===== config.mk =====
export PLATFORM = sky130hd
export DESIGN_NAME = counter_arbiter
export DESIGN_NICKNAME = d
export VERILOG_FILES = /design/src/rtl/counter_arbiter.sv
export SDC_FILE = /design/constraint.sdc
export NUM_CORES = 1
export LEC_CHECK = 0
export ABC_CLOCK_PERIOD_IN_PS = 1800
export CORE_MARGIN = 1.5
export CORE_UTILIZATION = 40
export CTS_CLUSTER_DIAMETER = 80
export DETAILED_ROUTE_END_ITERATION = 7
export DONT_BUFFER_PORTS = 1
export HOLD_SLACK_MARGIN = 0.02
export PLACE_DENSITY_LB_ADDON = 0.3
export SLEW_MARGIN = 20
export SYNTH_ARGS = -nofsm -noshare
export SYNTH_HDL_FRONTEND = slang
export SYNTH_SLANG_ARGS = --single-unit

===== constraint.sdc =====
create_clock -name clk -period 1.8 [get_ports clk]
set_input_delay 0.36 -clock clk [delete_from_list [all_inputs] [get_ports clk]]
set_output_delay 0.36 -clock clk [all_outputs]
set_load 0.02 [all_outputs]

===== src/rtl/counter_arbiter.sv =====
// Round-robin arbiter sharing one CW-bit up-counter among NREQ requesters, one burst at a time.
// Grant visible 1 cycle after req; burst lasts len+1 RUN cycles plus 1 DONE; no backpressure, clr aborts.
module counter_arbiter #(
  parameter int NREQ = 2,
  parameter int CW   = 4
) (
  input  logic               clk,
  input  logic               reset,
  input  logic [NREQ-1:0]    req,
  input  logic [NREQ*CW-1:0] len,
  input  logic               clr,
  output logic [NREQ-1:0]    gnt,
  output logic [CW-1:0]      count,
  output logic               busy,
  output logic               done
);

  localparam int IW = $clog2(NREQ);

  typedef enum logic [1:0] {IDLE, RUN, DONE} state_t;

  state_t            r_state, w_state_nxt;
  logic [IW-1:0]     r_last, w_last_nxt;
  logic [CW-1:0]     r_len_q, w_len_nxt;
  logic [CW-1:0]     r_count, w_count_nxt;
  logic [NREQ-1:0]   r_gnt, w_gnt_nxt;
  logic              r_busy, w_busy_nxt;
  logic              r_done, w_done_nxt;

  logic              w_found;
  logic [IW-1:0]     w_win;
  logic [IW-1:0]     w_idx;

  // Search order starts just past the previous owner and wraps modulo NREQ.
  always_comb begin
    w_found = 1'b0;
    w_win   = r_last;
    w_idx   = r_last;
    for (int i = 1; i <= NREQ; i++) begin
      w_idx = IW'((int'(r_last) + i) % NREQ);
      if (!w_found && req[w_idx]) begin
        w_found = 1'b1;
        w_win   = w_idx;
      end
    end
  end

  always_ff @(posedge clk or negedge reset) begin
    if (!reset) begin
      r_state <= IDLE;
      r_last  <= IW'(NREQ - 1);
      r_len_q <= '0;
      r_count <= '0;
      r_gnt   <= '0;
      r_busy  <= 1'b0;
      r_done  <= 1'b0;
    end else begin
      r_state <= w_state_nxt;
      r_last  <= w_last_nxt;
      r_len_q <= w_len_nxt;
      r_count <= w_count_nxt;
      r_gnt   <= w_gnt_nxt;
      r_busy  <= w_busy_nxt;
      r_done  <= w_done_nxt;
    end
  end

  always_comb begin
    w_state_nxt = r_state;
    w_last_nxt  = r_last;
    w_len_nxt   = r_len_q;
    w_count_nxt = r_count;
    w_gnt_nxt   = r_gnt;
    w_busy_nxt  = r_busy;
    w_done_nxt  = 1'b0;
    case (r_state)
      IDLE: begin
        w_gnt_nxt   = '0;
        w_count_nxt = '0;
        w_busy_nxt  = 1'b0;
        if (w_found) begin
          w_state_nxt      = RUN;
          w_gnt_nxt[w_win] = 1'b1;
          w_busy_nxt       = 1'b1;
          w_len_nxt        = len[w_win*CW +: CW];
          w_last_nxt       = w_win;
        end
      end
      RUN: begin
        if (clr) begin
          w_state_nxt = IDLE;
          w_gnt_nxt   = '0;
          w_count_nxt = '0;
          w_busy_nxt  = 1'b0;
        end else if (r_count == r_len_q) begin
          w_state_nxt = DONE;
          w_done_nxt  = 1'b1;
        end else begin
          w_count_nxt = r_count + 1'b1;
        end
      end
      // DONE always returns to IDLE; clr here has nothing extra to undo.
      default: begin
        w_state_nxt = IDLE;
        w_gnt_nxt   = '0;
        w_count_nxt = '0;
        w_busy_nxt  = 1'b0;
      end
    endcase
  end

  assign gnt   = r_gnt;
  assign count = r_count;
  assign busy  = r_busy;
  assign done  = r_done;

endmodule


==> summary.txt, run 1 <==
Clock network
  • Clock transition at path regs: 0.08 ns
  • CTS max path bufs: 2
  • Total CTS buffers: 3
  • CTS root buffer: clkbuf_4
  • Worst skew pair latency: 0.27 ns
  • CTS tree: built
  • Cts repair resizes: 0
  • Clock Sinks: 15
  • H-tree depth: 1

Detailed routing
  • DRC: 1
  • Drt initial violations: 4
  • Drt pass-1 iters: 6
  • Vias post-DR: 467
  • DRT Wirelength: around 1.2 mm
  • Vias per cell: 5.43
  • ANT nets after route: 0
  • Post-DR wirelength/cell: 13.6 um

STA
  • Fin crit share: 0.826
  • Final setup violation count: 0
  • Fmax: 673 MHz
  • Final TNS setup: 0 ns
  • Final Hold Vio Count: 0
  • Max-slew violation count: 0
  • Tmin final: about 1.5 ns
  • Worst-Margin Slew: between 0.7 and 0.8 ns
  • RSZ-0062 raised after global routing: no
  • Fin Hold WS: just under 0.3 ns
  • Slew HR: 0.525
  • Worst Clk Skew: 0.00228 ns

Power
  • Pwr Total: around 1300 uW
  • Maximum VDD drop: 0.812 mV
  • PwrDens: 1660 mW/mm^2
  • LEAKAGE: 0.000358 uW

Worst setup path
  • Crit. End Element: flop
  • Crit path launch: count[0]
  • Crit path max-delay cell type: nor4_4
  • Critical Path RT: 1.97 ns
  • Crit path max-delay family: simple AND/OR/NAND/NOR gates
  • CP Depth: 4
  • Crit path to: count[1]
  • CP bufs+invs: 0
  • CP Cell Sequence: xor2_1 > nor4_4 > mux2i_1 > nor2_1
  • Worst Path Max Fanout: 9
  • Largest stage delay, worst path: 0.51 ns
  • Worst Path Arrival: about 1.7 ns
  • Worst R2R Path Depth: 4
  • Reg2Reg Setup Slack: 0.31 ns
  • RR Endpoint: count[1]
  • Crit Path Class: reg2reg
  • CP startpoint kind: flop
  • Reg2reg start: count[0]

Finish
  • Share of layout cells above drive strength 1: 0.171
  • Finished Cell Area: between 700 and 800 um^2
  • Fill count: 152
  • Area Overhead vs Synth: 10.9%
  • # diodes: 0
  • Final net count: 85

Yosys
  • Main combinational cell family by area after synthesis: simple AND/OR/NAND/NOR gates
  • Synth Area per Inst: approximately 11 um^2
  • Post-Synth Simple-Gate Area: 0.167
  • Commonest cells in the netlist: dfrtp_1 (14), o21ai_0 (10), nand2_1 (9), mux2i_1 (5), xor2_1 (5)
  • Xor/xnor share of the synthesized area: 0.0634
  • Mapped cell area: 691 um^2
  • Area share of fa/ha/maj cells after synthesis: 0.0181
  • Number of synthesized flops with an enable pin: 0
  • Syn Inst Count: 63
  • Synthesis warning total: 0
  • Post-synthesis compound-gate area fraction: 0.123
  • Area contributors post-synth: dfrtp_1 (51%), mux2i_1 (7.2%), o21ai_0 (7.2%)
  • Async set-reset flop share out of synthesis: 1.00
  • Synthesized flop and latch total: 15
  • Post-synth top area share: 0.507
  • Netlist cell types: 20
  • Portion of netlist area occupied by mux cells: 0.0725
  • Most common cell in the netlist: dfrtp_1
  • Fraction of the yosys area taken by sequential cells: 0.545
  • Syn Nets: 77
  • Top_reg_cell synth: dfrtp_1
  • Yosys top cell by area: dfrtp_1

Die
  • Number of cell rows: 14
  • Die footprint: 0.00199 mm^2
  • CORE AREA: between 0.0015 and 0.002 mm^2
  • Die width: roughly 45 um
  • Overall die height: 44.6 um
  • Initial core utilization: 0.443
  • I/O pin total: 21

Place
  • RePlAce Congestion: between 0.6 and 0.7
  • PortBufs: 0
  • DP HPWL: 882 um
  • Post-placement cell area: 729 um^2

Global route
  • Global router's overall resource usage: 0.146
  • Vias in the first global route: about 460
  • Initial antenna violation count: 0
  • Global-route wire length before repair: 2.02 mm
  • Largest net degree at the start of global routing: 16
  • GRT overflow: 0

Min path
  • Min-delay worst type: in2reg

Run status
  • Failing checks: design-rule violations
  • Outcome: complete, but fails checks

Run
  • Max Cap Viol: 0
[logic make-up (layout without fill, tap and decap cells)]
| family | count (synthesis) | in the layout |
|---|---|---|
| compound gates | 15 | 15 |
| xor+xnor | 5 | 5 |
| fa+ha+maj | 1 | 1 |
| buf+inv | 2 | 9 |
| flops | 15 | 15 |
| mux | 5 | 5 |
| simple gates | 20 | 20 |
[power by group]
group	internal, uW	leakage, uW	switching (uW)	total, uW
registers	471	0.000192	129	600
logic	199	0.000151	286	486
clock network	85.9	0.0000150	98.2	184
[timing repair]
action	4_1_cts	5_1_grt
hold buffers	1	0
setup buffers	0	0
hold endpoints to repair	15	0
[registers in the layout, summed over array words and instances (netlist names)]
signal,flops
r_state,2
r_len_q,4
count,4
busy,1
gnt,2
done,1
r_last,1
[layout make-up]
cell class                 instances  area (um^2)  share of cell area
multi-input combinational         46          307               0.400
sequential                        15          377               0.492
clock buffer                       4         26.3              0.0343
timing repair buffer               4         32.5              0.0425
tap                               16         20.0              0.0261
inverter                           1         3.75             0.00490
[layer usage]
metal | up-vias | part of all wire | track usage
li1 | 234 | - | -
met1 | 219 | 0.48 | 0.190
met2 | 12 | 0.46 | 0.203
met3 | 2 | 0.047 | 0.0531
met4 | 0 | 0.010 | 0.0909
met5 | - | 0 | 0
[how the worst min path moves through the flow]
| stage | start | to | slack [ns] | depth (start not counted) |
|---|---|---|---|---|
| after floorplan | reset | busy | 0.06 | 0 |
| after global placement | reset | count[1] | 0.06 | 0 |
| after detailed placement | reset | count[1] | 0.06 | 0 |
| after CTS | len[7] | r_len_q[3] | 0.29 | 2 |
| after global routing | len[7] | r_len_q[3] | 0.28 | 2 |
| final | len[7] | r_len_q[3] | 0.30 | 2 |
[placed cells by master (no fill, tap or decap)]
cell / count
dfrtp_1: 14
nand2_1: 9
o21ai_0: 9
xor2_1: 5
mux2i_1: 5
nor2_1: 3
clkbuf_4: 3
buf_4: 3
and2_2: 2
or3_1: 2
a21oi_1: 2
nor3b_1: 1
nor4_4: 1
o21ai_1: 1
o21ai_2: 1
inv_1: 1
or3b_2: 1
o21a_1: 1
a22o_1: 1
nand3_1: 1
ha_1: 1
clkbuf_1: 1
dlygate4sd3_1: 1
dfstp_2: 1
[through the flow]
step                cells   util  setup WS (ns)
floorplan              63      -          0.285
global placement       81  0.468          0.242
detailed placement     81  0.468          0.181
CTS                    86  0.491          0.321
global route           86  0.491          0.192
finish                 86  0.491          0.313
Power figures use the tool's default switching activity.
==> run 2, diff against run 1 <==
Settings changed: ABC_CLOCK_PERIOD_IN_PS 1800 to 1400.
Clock period 1.8 ns to 1.4 ns, I/O delays scaled along.
==> run 2 against run 1 <==
  * The run ends with design-rule violations, negative setup slack left
  * Global-route usage rose by 1.7 points
  * Maximum frequency rose by 6.2%
  * Largest power group unchanged
  * Count of clock-buffer cells in the layout did not move
  * Flip-flop and latch count did not move
  * Wire length rose by 8.6%
  * Design area rose by 11%
  * Cell count rose by 7.0%
  * Sequential share of layout area fell by 4.5 points
  * Register-to-register slack got worse by 0.31 ns
==> summary.txt, run 2 (same netlist as run 1, synthesis figures left out) <==
Run status
  • Outcome: complete, but fails checks
  • Failing checks: design-rule violations, negative setup slack

Place
  • DP HPWL: around 960 um
  • PortBufs: 0
  • RePlAce Congestion: between 0.7 and 0.8

Detailed routing
  • Post-DR wirelength/cell: 13.8 um
  • Drt pass-1 iters: 5
  • DRC: 2
  • Drt initial violations: 4
  • DRT Wirelength: between 1 and 1.5 mm
  • Vias per cell: 5.48
  • Vias post-DR: 504
  • ANT nets after route: 0

Worst setup path
  • RR Endpoint: count[1]
  • Crit. End Element: flop
  • Worst Path Max Fanout: 8
  • Reg2reg start: r_len_q[3]
  • Worst R2R Path Depth: 5
  • Crit Path Class: reg2reg
  • Reg2Reg Setup Slack: -0.0003 ns
  • Worst Path Arrival: 1.57 ns
  • Critical Path RT: 1.57 ns
  • Crit path to: count[1]
  • Crit path launch: r_len_q[3]
  • CP startpoint kind: flop

Power
  • LEAKAGE: 0.000386 uW
  • Clock network fraction of total power: 0.136
  • Logic pwr share: 0.421
  • Cell-internal power: roughly 1100 uW
  • Sw frac: 0.397
  • Maximum VDD drop: 0.902 mV
  • Sw Pwr: 716 uW
  • PwrDens: around 2100 mW/mm^2
  • Share of power burned in registers: 0.444

STA
  • Tmin final: 1.40 ns
  • Fin Hold WS: 0.205 ns
  • Worst-Margin Slew: roughly 0.63 ns
  • Slew HR: 0.578
  • Final Hold Vio Count: 0
  • Fmax: 714 MHz
  • Final setup violation count: 1
  • Final WS setup: -0.000280 ns
  • RSZ-0062 raised after global routing: yes
  • Worst Clk Skew: 0.00100 ns
  • Max-slew violation count: 0
  • Fin crit share: 1.00

Clock network
  • Clock Sinks: 15
  • Worst skew pair latency: 0.28 ns
  • CTS root buffer: clkbuf_4
  • Clock transition at path regs: around 0.090 ns
  • CTS tree: built
  • H-tree depth: 1
  • CTS max path bufs: 2
  • Total CTS buffers: 3

Finish
  • Fill count: 156
  • Sequential cell area: 380 um^2
  • Area Overhead vs Synth: 23.4%
  • Commonest cells after routing, fill and taps aside: dfrtp_1 (11), o21ai_0 (10), nand2_1 (9)
  • Share of layout cells above drive strength 1: 0.342
  • Footprint of the multi-input gates: roughly 340 um^2
  • Final net count: 91
  • Utilization after layout: 0.547
  • Commonest non-fill, non-tap cell in the layout: dfrtp_1
  • # diodes: 0

Min path
  • Hold Crit Depth: 2
  • Min-delay worst type: in2reg

Die
  • Initial core utilization: 0.443
  • Overall die height: 44.6 um
  • Die footprint: 0.00199 mm^2
  • CORE AREA: 0.00156 mm^2
  • Die width: 44.6 um
  • I/O pin total: 21
  • Number of cell rows: 14

Global route
  • Initial antenna violation count: 0
  • GRT overflow: 0
  • Largest net degree at the start of global routing: 16
  • Global-route wire length before repair: 2.29 mm
  • Global router's overall resource usage: 0.163
  • Vias in the first global route: 509

Run
  • Max Cap Viol: 0
run 2: changes by cell type in the layout (fill, tap and decap cells not counted), sizes merged:
cell	previous run	this run
buf	3	9
run 2: worst max-delay path, cell delays in order, from the launching register on:
cell and delay (ns):
dfrtp_1 0.42, xor2_2 0.19, nor4_4 0.28, buf_6 0.16, mux2i_1 0.18, nor2_1 0.06
run 2: power by group through the flow:
stage	sequential, uW	clock, uW	combinational [uW]
floorplan	808	0	457
global placement	784	0	654
detailed placement	794	0	678
CTS	806	252	732
global route	833	261	861
finish	801	245	759
run 2: worst min path at each step:
stage / start / to / slack (ns)
after CTS: len[5] / r_len_q[1] / 0.20
final: len[5] / r_len_q[1] / 0.20
after detailed placement: reset / count[0] / -0.02
after global routing: len[5] / r_len_q[1] / 0.21
after global placement: reset / count[2] / -0.02
after floorplan: reset / busy / -0.02
run 2: layer usage:
metal  share of wire  global-route usage
met1            0.42               0.218
met2            0.50               0.241
met3           0.060              0.0408
met4           0.016              0.0909
met5               0                   0
run 2: layout make-up:
cell class	instances	area share
Clock buffer	4	0.0308
Inverter	1	0.00441
Multi-Input combinational cell	46	0.399
Sequential cell	15	0.446
Tap cell	16	0.0235
Timing Repair Buffer	10	0.0954
run 2: through the flow:
step	setup TNS (ns)	instances	setup slack, ns	area (um^2)	total power [uW]
2_1_floorplan	-0.0288	63	-0.0288	702	1260
3_5_place_dp	-0.0585	85	-0.0528	771	1470
3_3_place_gp	-0.0187	85	-0.0187	771	1440
5_1_grt	-0.305	92	-0.0883	852	1960
6_report	-0.000280	92	-0.000280	852	1810
4_1_cts	-0.00898	91	-0.00898	837	1790
run 2: repair_timing:
action	CTS	global route
pin swaps	4	2
setup buffers	1	1
endpoints found under the hold margin	15	0
setup endpoints to repair	3	6
resized for setup	3	2
hold buffers	1	0
==> run 3, diff against run 2 <==
Settings changed: GPL_ROUTABILITY_DRIVEN set to 0.
==> results of run 3 <==
The final DEF is identical to that of run 2; final timing and power are the same.
